## config.mk

```make
export PLATFORM = sky130hd
export DESIGN_NAME = uart_rx_deserializer
export DESIGN_NICKNAME = d
export VERILOG_FILES = /design/src/rtl/uart_rx_pkg.sv /design/src/rtl/uart_rx_sampler.sv /design/src/rtl/uart_rx_deserializer.sv
export SDC_FILE = /design/constraint.sdc
export NUM_CORES = 1
export LEC_CHECK = 0
export BUFFER_PORTS_ARGS = -buffer_cell sky130_fd_sc_hd__buf_2
export CAP_MARGIN = 10
export CORE_ASPECT_RATIO = 0.5
export CORE_MARGIN = 5
export CORE_UTILIZATION = 60
export CTS_CLUSTER_SIZE = 20
export DETAILED_ROUTE_END_ITERATION = 10
export PLACE_DENSITY_LB_ADDON = 0.15
export SETUP_SLACK_MARGIN = 0.15
export SLEW_MARGIN = 25
export SYNTH_ARGS = -nofsm -noshare
export SYNTH_HDL_FRONTEND = slang
export SYNTH_SLANG_ARGS = --single-unit
```

## constraint.sdc

```tcl
create_clock -name CLK -period 4.2 [get_ports CLK]
set_input_delay 0.21 -clock CLK [delete_from_list [all_inputs] [get_ports CLK]]
set_output_delay 0.21 -clock CLK [all_outputs]
set_load 0.1 [all_outputs]
```

## src/rtl/uart_rx_pkg.sv

```systemverilog
// uart_rx_pkg: shared FSM states, mid-bit sample offsets and parity helpers for the UART receiver.
package uart_rx_pkg;
  typedef enum logic [2:0] {IDLE, START, DATA, PARITY, STOP} state_t;
  typedef enum logic {EVEN = 1'b0, ODD = 1'b1} parity_t;
  localparam int MID_M1 = -1;
  localparam int MID = 0;
  localparam int MID_P1 = 1;
  function automatic logic majority(input logic a, input logic b, input logic c);
    return (a & b) | (a & c) | (b & c);
  endfunction
endpackage

```

## src/rtl/uart_rx_sampler.sv

```systemverilog
// uart_rx_sampler: per-bit edge counter and 2-of-3 mid-bit majority vote.
module uart_rx_sampler
  import uart_rx_pkg::*;
#(
  parameter int prescale_w = 6
) (
  input  logic                  clk,
  input  logic                  rst_n,
  input  logic                  run,
  input  logic                  rx,
  input  logic [prescale_w-1:0] prescale,
  output logic                  sample,
  output logic                  bit_done,
  output logic                  vote
);
  logic [prescale_w-1:0] edge_cnt;
  logic [prescale_w-1:0] half;
  logic [1:0] early;
  assign half = prescale >> 1;
  assign bit_done = edge_cnt == prescale - prescale_w'(1);
  assign sample = edge_cnt == prescale_w'(int'(half) + MID_P1);
  // third sample is the live line so the vote is usable even when P=4 makes it coincide with bit_done
  assign vote = majority(early[0], early[1], rx);
  always_ff @(posedge clk or negedge rst_n)
    if (!rst_n) begin
      edge_cnt <= '0;
      early <= '0;
    end else begin
      edge_cnt <= (!run || bit_done) ? '0 : edge_cnt + prescale_w'(1);
      if (edge_cnt == prescale_w'(int'(half) + MID_M1)) early[0] <= rx;
      if (edge_cnt == prescale_w'(int'(half) + MID)) early[1] <= rx;
    end
endmodule

```

## src/rtl/uart_rx_deserializer.sv

```systemverilog
// uart_rx_deserializer: frames start/data/parity/stop from an oversampled serial line into a byte
// with a one-cycle valid strobe; parity and stop errors are flagged and suppress the strobe.
module uart_rx_deserializer
  import uart_rx_pkg::*;
#(
  parameter int width = 8,
  parameter int prescale_w = 6
) (
  input  logic                  CLK,
  input  logic                  Reset,
  input  logic                  RX_IN,
  input  logic [prescale_w-1:0] Prescale,
  input  logic                  PAR_EN,
  input  logic                  PAR_TYP,
  output logic [width-1:0]      P_DATA,
  output logic                  Data_Valid,
  output logic                  Parity_Error,
  output logic                  Stop_Error
);
  localparam int cw = $clog2(width);
  state_t state;
  parity_t par_typ;
  logic [prescale_w-1:0] pre;
  logic [width-1:0] shift;
  logic [cw-1:0] bit_cnt;
  logic par_en, par_bad, stop_ok, stop_now, enter;
  logic sample, bit_done, vote;
  uart_rx_sampler #(.prescale_w(prescale_w)) u_sampler (
    .clk(CLK),
    .rst_n(Reset),
    .run(state != IDLE),
    .rx(RX_IN),
    .prescale(pre),
    .sample(sample),
    .bit_done(bit_done),
    .vote(vote)
  );
  assign stop_now = sample ? vote : stop_ok;
  assign enter = !RX_IN && (state == IDLE || (state == STOP && bit_done));
  always_ff @(posedge CLK or negedge Reset)
    if (!Reset) begin
      state <= IDLE;
      pre <= '0;
      par_en <= 1'b0;
      par_typ <= EVEN;
      par_bad <= 1'b0;
      stop_ok <= 1'b0;
      shift <= '0;
      bit_cnt <= '0;
      P_DATA <= '0;
      Data_Valid <= 1'b0;
      Parity_Error <= 1'b0;
      Stop_Error <= 1'b0;
    end else begin
      Data_Valid <= 1'b0;
      if (enter) begin
        pre <= Prescale;
        par_en <= PAR_EN;
        par_typ <= parity_t'(PAR_TYP);
      end
      case (state)
        IDLE: if (!RX_IN) state <= START;
        START:
          if (sample && vote) state <= IDLE;
          else begin
            if (sample) begin
              Parity_Error <= 1'b0;
              Stop_Error <= 1'b0;
              par_bad <= 1'b0;
              stop_ok <= 1'b1;
            end
            if (bit_done) begin
              state <= DATA;
              bit_cnt <= '0;
            end
          end
        DATA: begin
          if (sample) shift[bit_cnt] <= vote;
          if (bit_done) begin
            bit_cnt <= bit_cnt + cw'(1);
            if (bit_cnt == cw'(width - 1)) state <= par_en ? PARITY : STOP;
          end
        end
        PARITY: begin
          if (sample) par_bad <= vote != ((^shift) ^ (par_typ == ODD));
          if (bit_done) state <= STOP;
        end
        STOP: begin
          if (sample && !vote) begin
            Stop_Error <= 1'b1;
            stop_ok <= 1'b0;
          end
          if (bit_done) begin
            if (stop_now && !par_bad) begin
              P_DATA <= shift;
              Data_Valid <= 1'b1;
            end
            Parity_Error <= par_bad;
            state <= RX_IN ? IDLE : START;
          end
        end
        default: state <= IDLE;
      endcase
    end
endmodule

```

==> impl_metrics.toml <==
[power]
p_per_area_nw_per_um2 = 722
power.leakage_nw = 1.30
p_int_mw = 1.18
pwr-share-seq_pct = 35.8
switching_share_pct = 43.8
clock_power_share_pct = 15.7
comb_power_share_pct = 48.5
p_switching_mw = 0.921
peakVddDrop_mv = 0.305

[worst_setup_path]
crit_path_end_kind = "flip-flop"
r2r_slack_ps = 1070
cp_num_buf_inv = 1
timing.rr.end = "pre[4]"
cp.depth = 8
crit_family = "compound AO/OA/AOI/OAI gates"
start_kind = "flip-flop"
r2r_start = "pre[1]"
endpoint = "pre[4]"
path_cells = "inv_1 -> ha_1 -> a21boi_2 -> a21o_2 -> a2111oi_4 -> nand2_4 -> a2111o_1 -> mux2_4"
critPathMaxFanout = 9
worstSetupPathType = "reg2reg"
slowest_stage = "a2111o_1"
critPathLaunch = "pre[1]"
worstPathArrival_ps = 3310
cpPeakStageDelay_ps = 640
reg2regPathDepth = 8
required_ps = 4380

[sta]
hold_viol = 0
drv_slew = 0
post-route-period-util_pct = 74.5
fmax_mhz = 319
tightest_slew_ps = 953
tns_ps = 0
fin_crit_ps = 3130
rsz0062_at_grt = "no"
setup_viol = 0
relSlewSlack_pct = 36.0
skew_ps = 2.07

[floorplanning]
std_cell_rows = 17
die_w_um = 105
core_um2 = 4380
dieArea_um2 = 6030
io_pins = 22
die_h_um = 57.4
initial_core_util_pct = 61.7

[place]
place_hpwl_mm = 3.74
gp_congestion = 0.913
dp_cells = 317
io_buffers = 21

[synth]
synth_top_cell_by_area = "dfrtp_1"
ys_seq_area_share_pct = 39.8
synth_edf_count = 0
ys_types = 57
synthesis.nets = 276
synth_seq_cells = 43
yosys_warnings = 0
synthFlopType = "dfrtp_1"
ys_top_cells_by_area = "dfrtp_1, mux2_2, xnor2_1"
syn_area_um2 = 2700
syn_inst = 258
yosysTopAreaCellShare_pct = 39.8
async_flop_share_pct = 100
syn_avg_cell_area_um2 = 10.5

[grt]
antenna_found_initial = 0
grt_pass1_vias = 1952
grt_max_degree = 44
overflow = 0
track_usage_pct = 18.5
grt_pass1_wl_mm = 9.12

[detailed_routing]
routedWlPerCell_um = 16.3
dr.pass1.iters = 4
routed_wl_mm = 5.32
routed-via-count = 1963
drtIter0Drc = 158
detail-route-antenna-nets = 0
drc = 0
vias_per_cell = 6.02

[cts]
insertion_delay_ps = 290
postCtsSetupRepairBufs = 0
cts.clk_slew.worst_paths_ps = 80
cts_sinks = 43
htree_levels = 2
clock-root-buffer = "clkbuf_8"
cts_buffers = 5
cts_tree = "built"
cts_buffer_depth = 2

[final_layout]
drive_above_1_share_pct = 24.5
layout_common_cells = "dfrtp_1, xnor2_1, buf_2"
seqCellArea_um2 = 1080
nNetsFinal = 286
area_delta_synth_final_pct = 7.87
fill_cells = 344
final_common_cell = "dfrtp_1"
antenna_cells = 0
multiInputGateArea_um2 = 1500
fin_cells = 326

[hold_path]
hp-class = "in2reg"

[status]
run_status = "finished, final reports clean"

[run]
drv_cap = 0
==> kinds of logic after synthesis <==
kind of cell / synth area share, %
compound gates: 13.3
xor+xnor: 10.7
fa+ha+maj: 3.24
buf+inv: 4.72
flops: 39.8
mux: 13.5
simple gates: 14.7
==> flip-flops by register name, indices dropped and copies added (netlist names) <==
name,cells
bit_cnt,3
Data_Valid,1
Stop_Error,1
stop_ok,1
u_sampler.edge_cnt,6
Parity_Error,1
par_en,1
shift,8
par_typ,1
P_DATA,8
pre,6
state,3
u_sampler.early,2
par_bad,1
==> final cells by class <==
cell class | count | share of cell area, %
Clock buffer | 6 | 2.83
Multi-Input combinational cell | 187 | 51.4
Tap cell | 57 | 2.45
Timing Repair Buffer | 22 | 4.04
Inverter | 9 | 1.16
Clock inverter | 2 | 1.20
Sequential cell | 43 | 36.9
==> routing by layer <==
| layer | track usage [%] | part of all wire (%) |
|---|---|---|
| met1 | 23.7 | 46 |
| met2 | 31.2 | 47 |
| met3 | 4.29 | 5.2 |
| met4 | 6.19 | 1.2 |
| met5 | 0 | 0 |
==> Yosys cell counts, drive strengths merged, types with 2 or more instances <==
library cell / number
a21boi: 2
a31oi: 5
a21o: 2
and2: 2
nor2b: 4
o31ai: 4
o41ai: 2
a21oi: 7
nor3: 6
o21a: 2
mux2i: 3
nand4b: 5
xor2: 10
nor2: 17
nand2: 7
nand3: 6
dfrtp: 43
buf: 9
inv: 8
clkbuf: 10
nand4: 11
a211oi: 2
or3: 4
o22ai: 2
xnor2: 22
o21ai: 11
ha: 7
mux2: 27
==> how the worst min path moves through the flow <==
stage	endpoint	slack, ps	start	cells after the start
floorplan	Data_Valid	-90	Reset	0
detailed placement	P_DATA[3]	410	Reset	1
global route	par_en	130	PAR_EN	2
finish	par_en	140	PAR_EN	2
CTS	P_DATA[3]	90	Reset	1
global placement	P_DATA[3]	390	Reset	1
==> repair_timing <==
action	4_1_cts	5_1_grt
resized for setup	0	0
endpoints found under the setup margin	0	0
endpoints found under the hold margin	0	43
hold buffers	0	1
==> metrics by stage <==
stage	hold WS (ps)	instance area [um^2]	utilization, %	setup WS [ps]	power [mW]
after floorplan	-85.6	2700	-	1310	1.58
after global placement	392	2780	63.5	1220	1.73
after detailed placement	413	2780	63.5	1100	1.76
after CTS	94.5	2900	66.2	1070	2.10
after global routing	132	2910	66.5	945	2.25
final	145	2910	66.5	1070	2.10
==> power groups by stage <==
stage                     Combinational (mW)  Clock [mW]  Sequential (mW)
final                                   1.02       0.331            0.752
after floorplan                        0.970           0            0.611
after global routing                    1.12       0.361            0.773
after detailed placement                1.01           0            0.751
after CTS                               1.02       0.341            0.745
after global placement                 0.982           0            0.747
No activity file was read; power rests on OpenSTA's default activity.
